File: src/rtl/pixel_arbiter_pkg.sv
// Frame-buffer geometry and arbitration types shared by the pixel arbiter files.
package pixel_arbiter_pkg;
  localparam int FB_WIDTH  = 640;
  localparam int FB_HEIGHT = 480;
  localparam int PIX_COUNT = FB_WIDTH * FB_HEIGHT;
  localparam int ADDR_W    = 19;

  typedef enum logic [1:0] {
    GNT_IDLE,
    GNT_VGA,
    GNT_RD,
    GNT_WR
  } grant_e;
endpackage

File: src/rtl/pixel_arbiter_if.sv
// Bundle of the VGA, CPU and frame-buffer signals seen by the pixel arbiter.
interface pixel_arbiter_if #(
  parameter int ADDR_W = pixel_arbiter_pkg::ADDR_W
);
  // CPU handshake: a request (cpu_we or cpu_re) is taken on a rising edge only when
  // cpu_ready is high in that cycle; the requester holds it until then. Read data
  // returns later as a one-cycle cpu_rvalid pulse. VGA reads are never back-pressured.
  logic              vga_req;
  logic [ADDR_W-1:0] vga_addr;
  logic              vga_pixel;
  logic              cpu_we;
  logic              cpu_re;
  logic [ADDR_W-1:0] cpu_addr;
  logic              cpu_din;
  logic              cpu_ready;
  logic              cpu_dout;
  logic              cpu_rvalid;
  logic [ADDR_W-1:0] mem_addr;
  logic              mem_we;
  logic              mem_din;
  logic              mem_dout;

  modport slave (
    input  vga_req, vga_addr, cpu_we, cpu_re, cpu_addr, cpu_din, mem_dout,
    output vga_pixel, cpu_ready, cpu_dout, cpu_rvalid, mem_addr, mem_we, mem_din
  );

  modport master (
    output vga_req, vga_addr, cpu_we, cpu_re, cpu_addr, cpu_din, mem_dout,
    input  vga_pixel, cpu_ready, cpu_dout, cpu_rvalid, mem_addr, mem_we, mem_din
  );
endinterface

File: src/rtl/pixel_arbiter_wq.sv
// Synchronous FIFO holding CPU pixel writes until the frame buffer is free.
module pixel_wq
  import pixel_arbiter_pkg::*;
#(
  parameter int W     = 20,
  parameter int DEPTH = 4
) (
  input  logic                     clock_i,
  input  logic                     resetn_i,
  input  logic                     push_i,
  input  logic                     pop_i,
  input  logic [W-1:0]             din_i,
  output logic [W-1:0]             dout_o,
  output logic                     full_o,
  output logic                     empty_o,
  output logic [$clog2(DEPTH):0]   count_o
);
  localparam int PW = $clog2(DEPTH);
  localparam logic [PW:0] FULL_CNT = (PW+1)'(DEPTH);

  logic [W-1:0]  mem_q [DEPTH];
  logic [PW-1:0] wr_ptr_q, wr_ptr_d;
  logic [PW-1:0] rd_ptr_q, rd_ptr_d;
  logic [PW:0]   count_q, count_d;
  logic          do_push, do_pop;

  // Flags come from registered count only, so a same-cycle pop never makes room
  // for a push and a same-cycle push is never visible to the pop side.
  assign full_o  = (count_q == FULL_CNT);
  assign empty_o = (count_q == '0);
  assign count_o = count_q;
  assign dout_o  = mem_q[rd_ptr_q];
  assign do_push = push_i & ~full_o;
  assign do_pop  = pop_i & ~empty_o;

  always_comb begin
    wr_ptr_d = wr_ptr_q + PW'(do_push);
    rd_ptr_d = rd_ptr_q + PW'(do_pop);
    count_d  = count_q + (PW+1)'(do_push) - (PW+1)'(do_pop);
  end

  always_ff @(posedge clock_i) begin
    if (!resetn_i) begin
      wr_ptr_q <= '0;
      rd_ptr_q <= '0;
      count_q  <= '0;
    end else begin
      wr_ptr_q <= wr_ptr_d;
      rd_ptr_q <= rd_ptr_d;
      count_q  <= count_d;
    end
  end

  always_ff @(posedge clock_i) begin
    if (do_push) mem_q[wr_ptr_q] <= din_i;
  end
endmodule

File: src/rtl/pixel_arbiter.sv
// Shares one single-port frame buffer between the VGA scan-out and the CPU pixel port.
module pixel_arbiter
  import pixel_arbiter_pkg::*;
#(
  parameter int ADDR_W    = pixel_arbiter_pkg::ADDR_W,
  parameter int PIX_COUNT = pixel_arbiter_pkg::PIX_COUNT,
  parameter int WQ_DEPTH  = 4
) (
  input  logic           clock,
  input  logic           resetn,
  pixel_arbiter_if.slave bus
);
  localparam int WQ_W  = ADDR_W + 1;
  localparam int CNT_W = $clog2(WQ_DEPTH) + 1;
  localparam logic [ADDR_W:0] PIX_LIMIT = (ADDR_W+1)'(PIX_COUNT);

  grant_e            grant;
  logic              addr_oob, wr_acc, rd_acc;
  logic              wq_push, wq_pop, wq_full, wq_empty;
  logic [WQ_W-1:0]   wq_head;
  logic [CNT_W-1:0]  wq_count;
  logic [ADDR_W-1:0] mem_addr;
  logic              mem_we, mem_din, vga_pixel;

  logic              pend_q, pend_d;
  logic [ADDR_W-1:0] pend_addr_q, pend_addr_d;
  logic              rd_inflight_q, oob_rvalid_q, vga_inflight_q, vga_hold_q;
  logic [ADDR_W-1:0] last_addr_q;

  pixel_wq #(.W(WQ_W), .DEPTH(WQ_DEPTH)) u_wq (
    .clock_i  (clock),
    .resetn_i (resetn),
    .push_i   (wq_push),
    .pop_i    (wq_pop),
    .din_i    ({bus.cpu_addr, bus.cpu_din}),
    .dout_o   (wq_head),
    .full_o   (wq_full),
    .empty_o  (wq_empty),
    .count_o  (wq_count)
  );

  assign addr_oob = ({1'b0, bus.cpu_addr} >= PIX_LIMIT);

  // Reads wait for an empty queue so they always observe every earlier write.
  assign wr_acc = resetn & bus.cpu_we & ~wq_full;
  assign rd_acc = resetn & bus.cpu_re & ~bus.cpu_we & ~pend_q & (wq_count == '0);
  assign wq_push = wr_acc & ~addr_oob;
  assign wq_pop  = (grant == GNT_WR);

  always_comb begin
    grant = GNT_IDLE;
    if (resetn) begin
      if (bus.vga_req)    grant = GNT_VGA;
      else if (pend_q)    grant = GNT_RD;
      else if (!wq_empty) grant = GNT_WR;
    end
  end

  always_comb begin
    mem_addr = last_addr_q;
    mem_we   = 1'b0;
    mem_din  = 1'b0;
    case (grant)
      GNT_VGA: mem_addr = bus.vga_addr;
      GNT_RD:  mem_addr = pend_addr_q;
      GNT_WR: begin
        mem_addr = wq_head[WQ_W-1:1];
        mem_we   = 1'b1;
        mem_din  = wq_head[0];
      end
      default: ;
    endcase
  end

  always_comb begin
    pend_d      = pend_q;
    pend_addr_d = pend_addr_q;
    if (rd_acc && !addr_oob) begin
      pend_d      = 1'b1;
      pend_addr_d = bus.cpu_addr;
    end else if (grant == GNT_RD) begin
      pend_d = 1'b0;
    end
  end

  always_ff @(posedge clock) begin
    if (!resetn) begin
      pend_q         <= 1'b0;
      pend_addr_q    <= '0;
      rd_inflight_q  <= 1'b0;
      oob_rvalid_q   <= 1'b0;
      vga_inflight_q <= 1'b0;
      vga_hold_q     <= 1'b0;
      last_addr_q    <= '0;
    end else begin
      pend_q         <= pend_d;
      pend_addr_q    <= pend_addr_d;
      rd_inflight_q  <= (grant == GNT_RD);
      oob_rvalid_q   <= rd_acc & addr_oob;
      vga_inflight_q <= (grant == GNT_VGA);
      vga_hold_q     <= vga_pixel;
      last_addr_q    <= mem_addr;
    end
  end

  // Memory data is already one cycle late, so returns steer it straight through.
  assign vga_pixel      = vga_inflight_q ? bus.mem_dout : vga_hold_q;
  assign bus.vga_pixel  = vga_pixel;
  assign bus.cpu_ready  = wr_acc | rd_acc;
  assign bus.cpu_rvalid = resetn & (rd_inflight_q | oob_rvalid_q);
  assign bus.cpu_dout   = resetn & rd_inflight_q & bus.mem_dout;
  assign bus.mem_addr   = mem_addr;
  assign bus.mem_we     = mem_we;
  assign bus.mem_din    = mem_din;
endmodule

File: src/flat_wrapper.sv
// flat-port wrapper written by rule: the top's interface ports become plain ports
module pixel_arbiter_flat import pixel_arbiter_pkg::*;
#(
  parameter int ADDR_W    = pixel_arbiter_pkg::ADDR_W,
  parameter int PIX_COUNT = pixel_arbiter_pkg::PIX_COUNT,
  parameter int WQ_DEPTH  = 4
)
  (clock, resetn, bus_vga_req, bus_vga_addr, bus_cpu_we, bus_cpu_re, bus_cpu_addr, bus_cpu_din, bus_mem_dout, bus_vga_pixel, bus_cpu_ready, bus_cpu_dout, bus_cpu_rvalid, bus_mem_addr, bus_mem_we, bus_mem_din);
  pixel_arbiter_if #(.ADDR_W(ADDR_W)) bus_i ();
  input  logic clock;
  input  logic resetn;
  input wire logic [$bits(bus_i.vga_req)-1:0] bus_vga_req;
  input wire logic [$bits(bus_i.vga_addr)-1:0] bus_vga_addr;
  input wire logic [$bits(bus_i.cpu_we)-1:0] bus_cpu_we;
  input wire logic [$bits(bus_i.cpu_re)-1:0] bus_cpu_re;
  input wire logic [$bits(bus_i.cpu_addr)-1:0] bus_cpu_addr;
  input wire logic [$bits(bus_i.cpu_din)-1:0] bus_cpu_din;
  input wire logic [$bits(bus_i.mem_dout)-1:0] bus_mem_dout;
  output wire logic [$bits(bus_i.vga_pixel)-1:0] bus_vga_pixel;
  output wire logic [$bits(bus_i.cpu_ready)-1:0] bus_cpu_ready;
  output wire logic [$bits(bus_i.cpu_dout)-1:0] bus_cpu_dout;
  output wire logic [$bits(bus_i.cpu_rvalid)-1:0] bus_cpu_rvalid;
  output wire logic [$bits(bus_i.mem_addr)-1:0] bus_mem_addr;
  output wire logic [$bits(bus_i.mem_we)-1:0] bus_mem_we;
  output wire logic [$bits(bus_i.mem_din)-1:0] bus_mem_din;
  assign bus_i.vga_req = bus_vga_req;
  assign bus_i.vga_addr = bus_vga_addr;
  assign bus_i.cpu_we = bus_cpu_we;
  assign bus_i.cpu_re = bus_cpu_re;
  assign bus_i.cpu_addr = bus_cpu_addr;
  assign bus_i.cpu_din = bus_cpu_din;
  assign bus_i.mem_dout = bus_mem_dout;
  assign bus_vga_pixel = bus_i.vga_pixel;
  assign bus_cpu_ready = bus_i.cpu_ready;
  assign bus_cpu_dout = bus_i.cpu_dout;
  assign bus_cpu_rvalid = bus_i.cpu_rvalid;
  assign bus_mem_addr = bus_i.mem_addr;
  assign bus_mem_we = bus_i.mem_we;
  assign bus_mem_din = bus_i.mem_din;
  pixel_arbiter #(.ADDR_W(ADDR_W), .PIX_COUNT(PIX_COUNT), .WQ_DEPTH(WQ_DEPTH)) u_core (.clock(clock), .resetn(resetn), .bus(bus_i));
endmodule
File: config.mk
export PLATFORM = sky130hd
export DESIGN_NAME = pixel_arbiter_flat
export DESIGN_NICKNAME = d
export VERILOG_FILES = /design/src/rtl/pixel_arbiter_pkg.sv /design/src/rtl/pixel_arbiter_if.sv /design/src/rtl/pixel_arbiter_wq.sv /design/src/rtl/pixel_arbiter.sv /design/src/flat_wrapper.sv
export SDC_FILE = /design/constraint.sdc
export NUM_CORES = 1
export LEC_CHECK = 0
export ABC_AREA = 1
export CAP_MARGIN = 20
export CORE_MARGIN = 5
export CORE_UTILIZATION = 55
export DETAILED_ROUTE_END_ITERATION = 10
export GPL_TIMING_DRIVEN = 0
export HOLD_SLACK_MARGIN = 0.05
export PLACE_DENSITY = 0.79
export SYNTH_ARGS = -nofsm -noshare
export SYNTH_HDL_FRONTEND = slang
export SYNTH_HIERARCHICAL = 1
export SYNTH_SLANG_ARGS = --single-unit
export TNS_END_PERCENT = 10
File: constraint.sdc
create_clock -name clock -period 4.1 [get_ports clock]
set_input_delay 0.82 -clock clock [delete_from_list [all_inputs] [get_ports clock]]
set_output_delay 0.82 -clock clock [all_outputs]
set_load 0.01 [all_outputs]
# --- Yosys cells after proc, flatten, opt, wreduce, memory -nomap -nowiden ---
# Memories as Yosys holds them, arrays and structs flattened. A register that Yosys moved wholly into a read port is not among the register bits.
# Cells that the tools add are included.
op_classes:
  add_sub_neg: 4
  multipliers: 0
  div_mod_pow: 0
  magnitude_cmp: 1
  n_eq_ne: 4
  shift: 0
  n_mux: 13
  n_bitwise: 20
  n_reduce_logical: 4
ops:
  columns: ["cell", "n"]
  rows:
  - ["$pmux 19 s3", 1]
  - ["$ge 19x19->1 const B", 1]
  - ["$and 1x1->1", 13]
  - ["$mux 2", 5]
  - ["$mux 1", 7]
  - ["$not 1->1", 5]
  - ["$add 2x1->2", 2]
  - ["$eq 2x2->1 const B", 2]
  - ["$add 3x1->3", 1]
  - ["$eq 3x3->1 const B", 1]
  - ["$logic_not 3->1", 1]
  - ["$sub 3x1->3", 1]
  - ["$eq 2x1->1 const B", 1]
  - ["$or 1x1->1", 2]
  - ["$reduce_bool 2->1", 1]
  - ["$logic_and 1x1->1", 1]
  - ["$logic_not 1->1", 1]
word_totals:
  register_bits: 50
  latch_bits: 0
  ram_bits: 80
  mem_bits_ro: 0
  input_bits: 45
  n_memories: 1
memory_table:
  columns: ["name", "depth", "width", "read_ports", "rd_ports_with_merged_regs", "wr", "line_no", "text"]
  rows:
  - ["u_core.u_wq.mem_q", 4, 20, 1, 1, 1, "pixel_arbiter_wq.sv:21", "logic [W-1:0] mem_q [DEPTH];"]

# --- Depth between registers and ports, before layout ---
# Gate-level depths: netlist (run 1).
logic_depth:
  depth_word: 9
  depth_mapped: 15
  ltp_nobuf: 15

# --- Hierarchy ---
# The synthesis (run 1) kept the hierarchy.
by_module_without_submodules:
  columns: ["module", "instances", "cells_per_inst", "area_per_inst_um2"]
  rows:
  - ["pixel_wq", 1, 247, 3395.8]
  - ["pixel_arbiter", 1, 379, 2288.4]

# --- Worst setup path before layout (run 1) ---
# Ideal clock, no wire load.
synth_timing:
  path_type: "input port to flip-flop"
  from: "in bus_cpu_addr[14]"
  to: "mem u_core.u_wq.mem_q[0][0], enable pin"
  setup_time_ps: 422
  arrival_ps: 2769
  setup_slack_ps: 909
  cell_stages: 7
  path_buffers: 0
  cell_sequence: "inv_1 > nand2_1 > nand3_1 > nand2_1 > nor2_1 > o21ai_4 > nor3_1"
synth_between:
  elab_chain_cells: 6
synth_rtl:
  columns: ["element", "line_no", "text"]
  rows:
  - ["from (decl)", "flat_wrapper.sv:16", "input wire logic [$bits(bus_i.cpu_addr)-1:0] bus_cpu_addr;"]
  - ["$ge 19x19->1", "pixel_arbiter.sv:42", "assign addr_oob = ({1'b0, bus.cpu_addr} >= PIX_LIMIT);"]
  - ["$not 1->1", "pixel_arbiter.sv:47", "assign wq_push = wr_acc & ~addr_oob;"]
  - ["$and 1x1->1", "pixel_arbiter.sv:47", null]
  - ["net u_core.wq_push", "pixel_arbiter.sv:19", "logic wq_push, wq_pop, wq_full, wq_empty;"]
  - ["$and 1x1->1", "pixel_arbiter_wq.sv:33", "assign do_push = push_i & ~full_o;"]
  - ["$mux 1", "pixel_arbiter_wq.sv:55", "if (do_push) mem_q[wr_ptr_q] <= din_i;"]
  - ["$mux 1 (not written as such)", "pixel_arbiter_wq.sv:55", null]
  - ["to (decl)", "pixel_arbiter_wq.sv:21", null]
# The timed path passes the listed nets, and every way through them passes these cells.

# --- Final worst setup path (run 1) ---
layout_timing:
  from: "in resetn"
  to: "out bus_mem_we"
layout_between:
  elab_chain_cells: 3
layout_rtl:
  columns: ["element", "line_no", "text"]
  rows:
  - ["from (decl)", "flat_wrapper.sv:11", "input logic resetn;"]
  - ["$mux 2", "pixel_arbiter.sv:52", "if (resetn) begin"]
  - ["$eq 2x2->1", "pixel_arbiter.sv:63", "case (grant)"]
  - ["$mux 1", "pixel_arbiter.sv:63", null]
  - ["to (decl)", "flat_wrapper.sv:24", "output wire logic [$bits(bus_i.mem_we)-1:0] bus_mem_we;"]
# No other way between the ends.

==> flow_metrics.env, run 1 <==
export IMPL_hold_buffers=0
export IMPL_synthesis_nets=674
export IMPL_drt_initial_drc_count=360
export IMPL_drtAntennaViolNets=0
export IMPL_via_count=4706
export IMPL_r2r_start="u_core/u_wq/count_o[0]"
export IMPL_path_class="input port to primary output"
export IMPL_rsz0062_at_grt="false"
export IMPL_drive_gt1_frac=0.0932
export IMPL_multiInputGateArea_sq_um=1780
export IMPL_ys_top_cells_by_area="edfxtp_1 (42%), dfxtp_1 (18%), nor2_1 (9.8%), nand2_1 (5.7%), inv_1 (5.2%)"
export IMPL_diodes=0
export IMPL_firstDrtPassIters=5
export IMPL_final_cell_area_sq_um=7180
export IMPL_hold_start="u_core/vga_hold_q"
export IMPL_ys_seq_area_frac=0.599
export IMPL_path_max_fanout=12
export IMPL_placed_area_sq_um=6610
export IMPL_p_int_mw=2.55
export IMPL_critPathRequiredTime_ns=3.28
export IMPL_syn_area_sq_um=5680
export IMPL_seq_area_sq_um=3400
export IMPL_die_h_microns=112
export IMPL_cts_sinks=130
export IMPL_layout_commonest_cell="nor2_1"
export IMPL_drv_cap=0
export IMPL_nets=766
export IMPL_insertion_delay_ns=0.52
export IMPL_setup_violations=0
export IMPL_clock_skew_ns=0.00816
export IMPL_gp_congestion=0.913
export IMPL_fill_cells=741
export IMPL_area_growth_pct=26.4
export IMPL_cts_root_buf="clkbuf_8"
export IMPL_core_area_sq_um=10200
export IMPL_cts_tree="done"
export IMPL_die_x_microns=112
export IMPL_post_route_min_period_ns=3.85
export IMPL_detail_route_wl_per_cell_microns=16.5
export IMPL_synth_cell_type_count=29
export IMPL_yosysTopAreaCellShare=0.423
export IMPL_critPathLaunchType="input port"
export IMPL_port_buffers=69
export IMPL_p_sw_uw=784
export IMPL_dieArea_sq_um=12500
export IMPL_r2r_setup_slack_ns=1.24
export IMPL_power_leakage_nw=2.95
export IMPL_dp_slack_ns=-0.00580
export IMPL_grt_pass1_wl_microns=22800
export IMPL_max_freq_mhz=260
export IMPL_slew_headroom=0.371
export IMPL_floorplan_initialDensity=0.558
export IMPL_grt_overflow=0
export IMPL_rr_worst_depth=15
export IMPL_r2r_end="u_core/u_wq/count_o[2]"
export IMPL_yosys_area_top_type="edfxtp_1"
export IMPL_hpwlAfterDp_microns=10000
export IMPL_post_route_drc_count=0
export IMPL_min_to="u_core/vga_hold_q"
export IMPL_slew_violations=0
export IMPL_via_per_inst=5.43
export IMPL_grt_pass1_vias=4527
export IMPL_yosys_register_bits=130
export IMPL_arrival_ns=3.03
export IMPL_clock_power_share=0.434
export IMPL_hold_viol=0
export IMPL_ir_drop_uv=289
export IMPL_min_period_over_period=0.938
export IMPL_fp_row_count=37
export IMPL_grt_max_degree=17
export IMPL_clock_path_buffers=2
export IMPL_yosysWarnings=6
export IMPL_clk_pin_slew_ns=0.05
export IMPL_whs_ns=0.474
export IMPL_power_density_nw_per_um2=464
export IMPL_fin_ws_ns=0.252
export IMPL_crit_path_end_kind="primary output"
export IMPL_cts_made_buffers=17
export IMPL_min_path_type="flip-flop to flip-flop"
export IMPL_power_frac_comb=0.127
export IMPL_htree_num_levels=4
export IMPL_wirelength_microns=14300
export IMPL_tns_ns=0
export IMPL_hold_path_depth=2
export IMPL_seqPwrFrac=0.439
export IMPL_syn_area_per_cell_sq_um=9.08
export IMPL_switching_share=0.235
export IMPL_grt_use_total=0.237
export IMPL_tightestPinTransition_ns=0.939
export IMPL_synthCells=626
export IMPL_io_pins=70
export IMPL_outcome="finished, final reports clean"
export IMPL_final_cell_mix="nor2_1 (149), nand2_1 (86), edfxtp_1 (80), inv_1 (79), clkdlybuf4s50_1 (68)"
export IMPL_cts_setup_buffers=0
export IMPL_antenna_found_initial=0
## registers in the layout, summed over array words and instances (netlist names)
name / cells
u_core/last_addr_q: 19
u_core/rd_inflight_q: 1
u_core/vga_hold_q: 1
u_core/oob_rvalid_q: 1
u_core/u_wq/mem_q: 80
u_core/u_wq/rd_ptr_q: 2
u_core/vga_inflight_q: 1
u_core/u_wq/wr_ptr_q: 2
u_core/pend_q: 1
u_core/u_wq/count_o: 3
u_core/pend_addr_q: 19
## what timing repair did
item	in CTS	in global routing
hold endpoints to repair	0	0
resized for setup	1	0
endpoints found under the setup margin	1	0
## layer usage
metal	GRT usage	wire length, microns
met1	0.291	5820
met2	0.390	6880
met3	0.0690	1140
met4	0.104	454
met5	0	0
## metrics by stage
step           total power, mW   util  instances
2_1_floorplan             1.72      -        626
3_3_place_gp              1.89  0.643        831
3_5_place_dp              1.91  0.649        835
4_1_cts                   3.35  0.705        866
5_1_grt                   3.47  0.705        866
6_report                  3.34  0.705        866
## critical path, stage by stage
cell             delay [ns]
dlygate4sd2_1          0.53
inv_2                  0.23
nor2_4                 0.20
buf_2                  0.23
nand3_1                0.16
inv_1                  0.26
clkdlybuf4s50_1        0.59
## kinds of logic (layout without fill, tap and decap cells)
family,Yosys count,after routing,share of synthesized area
simple gates,309,309,0.232
buf+inv,115,219,0.0909
flops,130,130,0.599
fa+ha+maj,3,3,0.00792
compound gates,69,69,0.0700
## power groups by stage
stage	clock (mW)	combinational (mW)	sequential [mW]
3_3_place_gp	0	0.405	1.49
4_1_cts	1.47	0.422	1.46
6_report	1.45	0.425	1.46
3_5_place_dp	0	0.417	1.49
2_1_floorplan	0	0.233	1.48
5_1_grt	1.53	0.467	1.47
## Yosys cell counts
library cell    n
clkbuf_1       13
nand4_1        20
buf_4           3
nand2_1        86
nand3_2         3
inv_6           1
nor3_1          4
ha_1            2
nor2_4          3
inv_1          79
buf_6           8
nand2_2         1
fa_1            1
buf_2           7
nor2_1        149
dfxtp_1        50
edfxtp_1       80
and3_1          1
inv_2           3
o21ai_4         1
o22ai_1        20
o21ai_1        24
a21oi_1         4
a31oi_4         1
o21ai_0        19
nand2_4         1
nor2_2          1
buf_1           1
nand3_1        40
## final cells by class
cell class                      count  share of cell area
Buffer                             32              0.0279
Clock buffer                       26              0.0693
Clock inverter                      5              0.0108
Inverter                           83              0.0441
Multi-Input combinational cell    381               0.248
Sequential cell                   130               0.474
Tap cell                          136              0.0237
Timing Repair Buffer               73               0.102
## how the worst max path moves through the flow
stage                startpoint                 endpoint  depth (start not counted)
2_1_floorplan  bus_cpu_addr[14]  u_core/u_wq/mem_q[0][0]                          7
3_3_place_gp             resetn  u_core/u_wq/mem_q[0][0]                          7
3_5_place_dp             resetn               bus_mem_we                          7
4_1_cts                  resetn               bus_mem_we                          7
5_1_grt                  resetn               bus_mem_we                          7
6_report                 resetn               bus_mem_we                          7
No activity file was read; power rests on OpenSTA's default activity.
==> inputs of run 2 (changes only) <==
--- a/config.mk
+++ b/config.mk
@@ -6,7 +6,6 @@
 export NUM_CORES = 1
 export LEC_CHECK = 0
 export ABC_AREA = 1
-export CAP_MARGIN = 20
 export CORE_MARGIN = 5
 export CORE_UTILIZATION = 55
 export DETAILED_ROUTE_END_ITERATION = 10
==> results of run 2 <==
Same layout as run 1: the final DEF is identical, and so are final timing and power.
==> inputs of run 3 (changes only) <==
--- a/config.mk
+++ b/config.mk
@@ -12,6 +12,7 @@
 export GPL_TIMING_DRIVEN = 0
 export HOLD_SLACK_MARGIN = 0.05
 export PLACE_DENSITY = 0.79
+export SETUP_SLACK_MARGIN = 0.05
 export SYNTH_ARGS = -nofsm -noshare
 export SYNTH_HDL_FRONTEND = slang
 export SYNTH_HIERARCHICAL = 1
==> results of run 3 <==
Same layout as run 1: the final DEF is identical, and so are final timing and power.
